--- config.mk ---
export PLATFORM = sky130hd
export DESIGN_NAME = shadow_chain_source
export DESIGN_NICKNAME = d
export VERILOG_FILES = /design/src/rtl/shadow_chain_source_pkg.sv /design/src/rtl/shadow_fifo.sv /design/src/rtl/shadow_chain_source.sv
export SDC_FILE = /design/constraint.sdc
export NUM_CORES = 1
export LEC_CHECK = 0
export CORE_AREA = 2 2 87 89
export CTS_CLUSTER_DIAMETER = 120
export DETAILED_ROUTE_END_ITERATION = 7
export DIE_AREA = 0 0 89 91
export PLACE_DENSITY = 0.5
export REMOVE_ABC_BUFFERS = 1
export SYNTH_ARGS = -nofsm -noshare
export SYNTH_HDL_FRONTEND = slang
export SYNTH_SLANG_ARGS = --single-unit
--- constraint.sdc ---
create_clock -name clk -period 3.1 [get_ports clk]
set_input_delay 0.465 -clock clk [delete_from_list [all_inputs] [get_ports clk]]
set_output_delay 0.465 -clock clk [all_outputs]
set_load 0.005 [all_outputs]
--- src/rtl/shadow_chain_source_pkg.sv ---
// rtl/shadow_chain_source_pkg.sv - shared state codes and chain status polarity
// Purpose: FSM state encoding and cin_status polarity constants shared with
//          chain_controller.
// Ports:   none (package)
package shadow_chain_source_pkg;

  typedef enum logic {
    ST_IDLE  = 1'b0,
    ST_SHIFT = 1'b1
  } chain_state_e;

  // Polarity of the status lane: high means the producer has nothing to offer.
  localparam logic CHAIN_EMPTY = 1'b1;
  localparam logic CHAIN_VALID = 1'b0;

endpackage

--- src/rtl/shadow_fifo.sv ---
// rtl/shadow_fifo.sv - small synchronous snapshot FIFO
// Purpose: DATA_W x DEPTH buffer for snapshots waiting behind the shift register.
// Ports:   clk, rst (async, active-high)
//          push_i, din_i   - write a word
//          pop_i           - drop the head word
//          head_o          - current head word (valid when !empty_o)
//          full_o, empty_o - occupancy flags
module shadow_fifo #(
  parameter int DATA_W = 8,
  parameter int DEPTH  = 2,
  parameter int PTR_W  = 1
) (
  input  logic              clk,
  input  logic              rst,
  input  logic              push_i,
  input  logic [DATA_W-1:0] din_i,
  input  logic              pop_i,
  output logic [DATA_W-1:0] head_o,
  output logic              full_o,
  output logic              empty_o
);

  logic [DATA_W-1:0] mem_q [DEPTH];
  logic [PTR_W-1:0]  wr_ptr_q, rd_ptr_q;
  logic [PTR_W:0]    count_q;
  logic              do_push, do_pop;

  function automatic logic [PTR_W-1:0] ptr_inc(input logic [PTR_W-1:0] p);
    return (p == PTR_W'(DEPTH - 1)) ? '0 : p + PTR_W'(1);
  endfunction

  assign full_o  = (count_q == (PTR_W + 1)'(DEPTH));
  assign empty_o = (count_q == '0);
  assign head_o  = mem_q[rd_ptr_q];

  // A push into a full FIFO is legal only when the head leaves on the same edge.
  assign do_pop  = pop_i & ~empty_o;
  assign do_push = push_i & (~full_o | do_pop);

  always_ff @(posedge clk) begin
    if (do_push) begin
      mem_q[wr_ptr_q] <= din_i;
    end
  end

  always_ff @(posedge clk or posedge rst) begin
    if (rst) begin
      wr_ptr_q <= '0;
      rd_ptr_q <= '0;
      count_q  <= '0;
    end else begin
      if (do_push) wr_ptr_q <= ptr_inc(wr_ptr_q);
      if (do_pop)  rd_ptr_q <= ptr_inc(rd_ptr_q);
      case ({do_push, do_pop})
        2'b10:   count_q <= count_q + (PTR_W + 1)'(1);
        2'b01:   count_q <= count_q - (PTR_W + 1)'(1);
        default: count_q <= count_q;
      endcase
    end
  end

endmodule

--- src/rtl/shadow_chain_source.sv ---
// rtl/shadow_chain_source.sv - shadow-capture chain producer lane
// Purpose: latch parallel snapshots, buffer them and shift them out LSB first,
//          one bit per chain_en edge, to one chain_controller input lane.
// Ports:   clk, rst (async, active-high)
//          capture, capture_data, capture_ready - snapshot request side
//          chain_en, chain_out, chain_status    - serial lane to the controller
//          overflow                             - sticky snapshot-dropped flag
module shadow_chain_source
  import shadow_chain_source_pkg::*;
#(
  parameter int DATA_W = 8,
  parameter int DEPTH  = 2,
  parameter int CNT_W  = 3,
  parameter int PTR_W  = 1
) (
  input  logic              clk,
  input  logic              rst,
  input  logic              capture,
  input  logic [DATA_W-1:0] capture_data,
  output logic              capture_ready,
  input  logic              chain_en,
  output logic              chain_out,
  output logic              chain_status,
  output logic              overflow
);

  chain_state_e      state_q, state_d;
  logic [DATA_W-1:0] shift_q, shift_d;
  logic [CNT_W-1:0]  cnt_q, cnt_d;
  logic              status_q, status_d;
  logic              ovf_q, ovf_d;

  logic              fifo_push, fifo_pop, fifo_full, fifo_empty;
  logic [DATA_W-1:0] fifo_head;
  logic              last_bit;

  assign last_bit = (state_q == ST_SHIFT) & chain_en & (cnt_q == CNT_W'(DATA_W - 1));
  assign fifo_pop = last_bit & ~fifo_empty;

  assign capture_ready = ~fifo_full | fifo_pop;

  // When the final bit leaves an otherwise empty pipeline the new snapshot goes
  // straight into the shifter instead of through the FIFO.
  assign fifo_push = (state_q == ST_SHIFT) & capture & capture_ready
                   & ~(last_bit & fifo_empty);

  shadow_fifo #(
    .DATA_W (DATA_W),
    .DEPTH  (DEPTH),
    .PTR_W  (PTR_W)
  ) u_fifo (
    .clk     (clk),
    .rst     (rst),
    .push_i  (fifo_push),
    .din_i   (capture_data),
    .pop_i   (fifo_pop),
    .head_o  (fifo_head),
    .full_o  (fifo_full),
    .empty_o (fifo_empty)
  );

  always_comb begin
    state_d  = state_q;
    shift_d  = shift_q;
    cnt_d    = cnt_q;
    status_d = status_q;
    ovf_d    = ovf_q | (capture & ~capture_ready);

    case (state_q)
      ST_IDLE: begin
        if (capture) begin
          shift_d  = capture_data;
          cnt_d    = '0;
          state_d  = ST_SHIFT;
          status_d = CHAIN_VALID;
        end
      end
      ST_SHIFT: begin
        if (chain_en) begin
          if (cnt_q == CNT_W'(DATA_W - 1)) begin
            cnt_d = '0;
            if (!fifo_empty) begin
              shift_d = fifo_head;
            end else if (capture) begin
              shift_d = capture_data;
            end else begin
              shift_d  = '0;
              state_d  = ST_IDLE;
              status_d = CHAIN_EMPTY;
            end
          end else begin
            shift_d = shift_q >> 1;
            cnt_d   = cnt_q + CNT_W'(1);
          end
        end
      end
      default: begin
        state_d  = ST_IDLE;
        status_d = CHAIN_EMPTY;
        shift_d  = '0;
        cnt_d    = '0;
      end
    endcase
  end

  always_ff @(posedge clk or posedge rst) begin
    if (rst) begin
      state_q  <= ST_IDLE;
      shift_q  <= '0;
      cnt_q    <= '0;
      status_q <= CHAIN_EMPTY;
      ovf_q    <= 1'b0;
    end else begin
      state_q  <= state_d;
      shift_q  <= shift_d;
      cnt_q    <= cnt_d;
      status_q <= status_d;
      ovf_q    <= ovf_d;
    end
  end

  // Shifter bit 0 is the current serial bit; the shifter is cleared on return to IDLE.
  assign chain_out    = shift_q[0];
  assign chain_status = status_q;
  assign overflow     = ovf_q;

endmodule

==> summary.md <==
| Metric | Value |
|---|---|
| Die width | 89 um |
| Status | complete, no violations |
| CP Capture Type | output port |
| Nets | 179 |
| Clock Pin Slew Worst Setup and Hold Paths | 70 ps |
| Detailed Routing Iterations Pass 1 | 4 |
| Global routing usage on met2 | 15.0% |
| Htree depth | 2 |
| Post-place setup slack | 466 ps |
| Synthesized instance count | 148 |
| Vias | 1204 |
| Total CTS buffers | 5 |
| Met3 usage | 2.91% |
| VDD IR max | 0.000303 V |
| Pwr dens | 754 nW/um2 |
| Final hold violation count | 0 |
| CTS Buffer Depth | 2 |
| Startpoint type of the worst setup path | input pin |
| DIE HEIGHT | 91 um |
| Grt total ovfl | 0 |
| Hold path startpoint | overflow$_DFF_PP0_ |
| Pin count of the biggest net entering global routing | 25 |
| Clock root buffer master | clkbuf_8 |
| CTS tree | done |
| Final GP Congestion | 0.770 |
| Avg Cell Area, Syn | 11.8 um2 |
| Worst flop-to-flop path startpoint | cnt_q[0]$_DFFE_PP0P_ |
| Slew HR | 49.3% |
| Final setup vio count | 0 |
| CTS Hold Buffers Added | 0 |
| Worst Path Max Fanout | 10 |
| Wire per inst | 14.6 um |
| IO Port Bufs | 15 |
| Die area | 8100 um2 |
| I/O Pins | 16 |
| Fmax achieved | 381 MHz |
| Post-DRT Antenna Nets | 0 |
| Final wirelength | 3.84 mm |
| Slew Viols, Final | 0 |
| Starting Density | 24.5% |
| Clock Latency Late Sink | 280 ps |
| Core area | 7140 um2 |
| Global Route Usage Sum | 10.6% |
| P&R area growth vs syn | 18.6% |
| # rows | 31 |
| MaxCap Viol Count | 0 |
| Via count of the first global-routing pass | 1293 |
| Initial antenna violation count | 0 |
| Critical path data arrival time | 2160 ps |
| Number of fill cells | 762 |
| Critical Path Source | chain_en |
| Final setup TNS | 0 ps |
| Starting DRT DRC Count | 66 |
| Minimum clock period | 2630 ps |
| CP required | 2630 ps |
| Setup bufs post-CTS | 0 |
| Worst Skew | 4.43 ps |
| Post-Syn Area | 1750 um2 |
| Clk sinks | 34 |
| Post-CTS resize count | 0 |
| Flops & latches, synth | 34 |
| Slew @ Worst Pin | 759 ps |
| Global Route met1 Usage | 15.6% |
| Final Worst Setup Slack | 475 ps |
| Fin crit share | 84.7% |
| GRT Max-Usage Layer | met1 |
| Post-synthesis sequential area ratio | 53.4% |
| Drt drc | 0 |
| Layout cells sized above 1 | 16.4% |
| Static leakage | 0.000734 uW |
| DP Wirelength | 2.57 mm |
| HP Class | reg2reg |
| Worst Path Class, Setup | in2out |
| Yosys warns | 0 |
| First-pass GRT wire length | 6.58 mm |
| Vias/cell | 4.56 |
| RSZ-0062 raised after global routing | no |
| Ant. Diodes | 0 |
| Post-synth cell types | 35 |
## synthesized netlist by cell type, drive strengths merged
master,instances,area (um2)
nor3b,8,71.3
o31ai,1,7.51
nand4bb,1,16.3
o21a,7,52.6
nor2,11,41.3
a22o,2,17.5
xor2,2,17.5
o22ai,1,6.26
mux2,10,113
xnor2,3,26.3
and2,2,12.5
buf,7,47.5
and3,1,11.3
and2b,1,8.76
nand2,7,26.3
nand2b,2,12.5
a21oi,1,5.00
a31o,1,8.76
o21bai,1,7.51
o31a,1,10.0
dfstp,1,26.3
o21ai,15,75.1
dfrtp,17,425
ha,3,37.5
or2,1,6.26
nand3,2,10.0
edfxtp,16,480
mux2i,1,10.0
a221oi,7,61.3
o2111ai,1,15.0
a211oi,7,52.6
clkbuf,3,11.3
inv,4,15.0
## cell type report
cell class | instances | area, um2 | area share (%)
Inverter | 4 | 15.0 | 0.725
Tap cell | 99 | 124 | 5.98
Multi-Input combinational cell | 100 | 739 | 35.7
Sequential cell | 34 | 932 | 45.0
Clock buffer | 8 | 80.1 | 3.87
Timing Repair Buffer | 19 | 180 | 8.70
## metal layers
metal	part of all wire, %	up-vias
met5	0	-
met4	0.96	0
met3	4.6	4
met2	45	27
met1	49	591
li1	-	582
## power breakdown
group          switching [uW]  leakage (uW)  internal, uW  total (uW)
logic                     239      0.000346           267         506
registers                 116      0.000348           625         741
clock network             154     0.0000395           160         313
## worst paths after layout
kind                                                 end  slack, ps  cells after the start
setup / recovery                           capture_ready        470                      5
hold / removal                        overflow$_DFF_PP0_        480                      1
setup reg to reg           u_fifo.count_q[1]$_DFFE_PP0P_        930                      7
hold reg to reg                       overflow$_DFF_PP0_        480                      1
max in group asynchronous         shift_q[5]$_DFFE_PP0P_       2010                      2
min in group asynchronous             overflow$_DFF_PP0_        610                      2
## layout by cell type (no fill, tap or decap), types with 2 or more instances in the layout
master,count
and2_1,2
nand2b_1,2
ha_1,3
o21a_1,7
xor2_1,2
dfrtp_1,17
xnor2_1,3
a221oi_1,7
clkbuf_1,3
o21ai_0,15
clkdlybuf4s50_1,15
a211oi_1,7
mux2_2,10
a22o_1,2
nand2_1,7
clkbuf_8,5
nor2_1,11
edfxtp_1,16
buf_4,4
nor3b_1,7
inv_1,4
nand3_1,2
## cells by family (layout without fill, tap and decap cells)
kind of cell | after synthesis | count (layout) | synth area share [%]
fa+ha+maj | 3 | 3 | 2.15
compound gates | 45 | 45 | 18.3
xor+xnor | 5 | 5 | 2.51
flops | 34 | 34 | 53.4
simple gates | 36 | 36 | 12.4
mux | 11 | 11 | 7.03
buf+inv | 14 | 31 | 4.23
## flip-flops by register name (all words and copies together), names as in the netlist
name and count:
u_fifo.mem_q 16, shift_q 8, cnt_q 3, u_fifo.count_q 2, chain_status 1, overflow 1, state_q 1, u_fifo.rd_ptr_q 1
u_fifo.wr_ptr_q 1
## critical path, cell delays in order
cell and delay, ps:
clkdlybuf4s50_1 580, and2_1 400, nand2_1 130, nand2_1 90
clkdlybuf4s50_1 500
## through the flow
stage | cell area, um2 | cells | utilization (%) | hold slack (ps) | power, uW
floorplan | 1690 | 138 | - | 403 | 1080
global placement | 1990 | 256 | 27.9 | 464 | 1260
detailed placement | 1990 | 256 | 27.9 | 470 | 1270
CTS | 2070 | 264 | 29.0 | 486 | 1580
global route | 2070 | 264 | 29.0 | 497 | 1690
finish | 2070 | 264 | 29.0 | 478 | 1560
(Power assumes the default switching activity.)
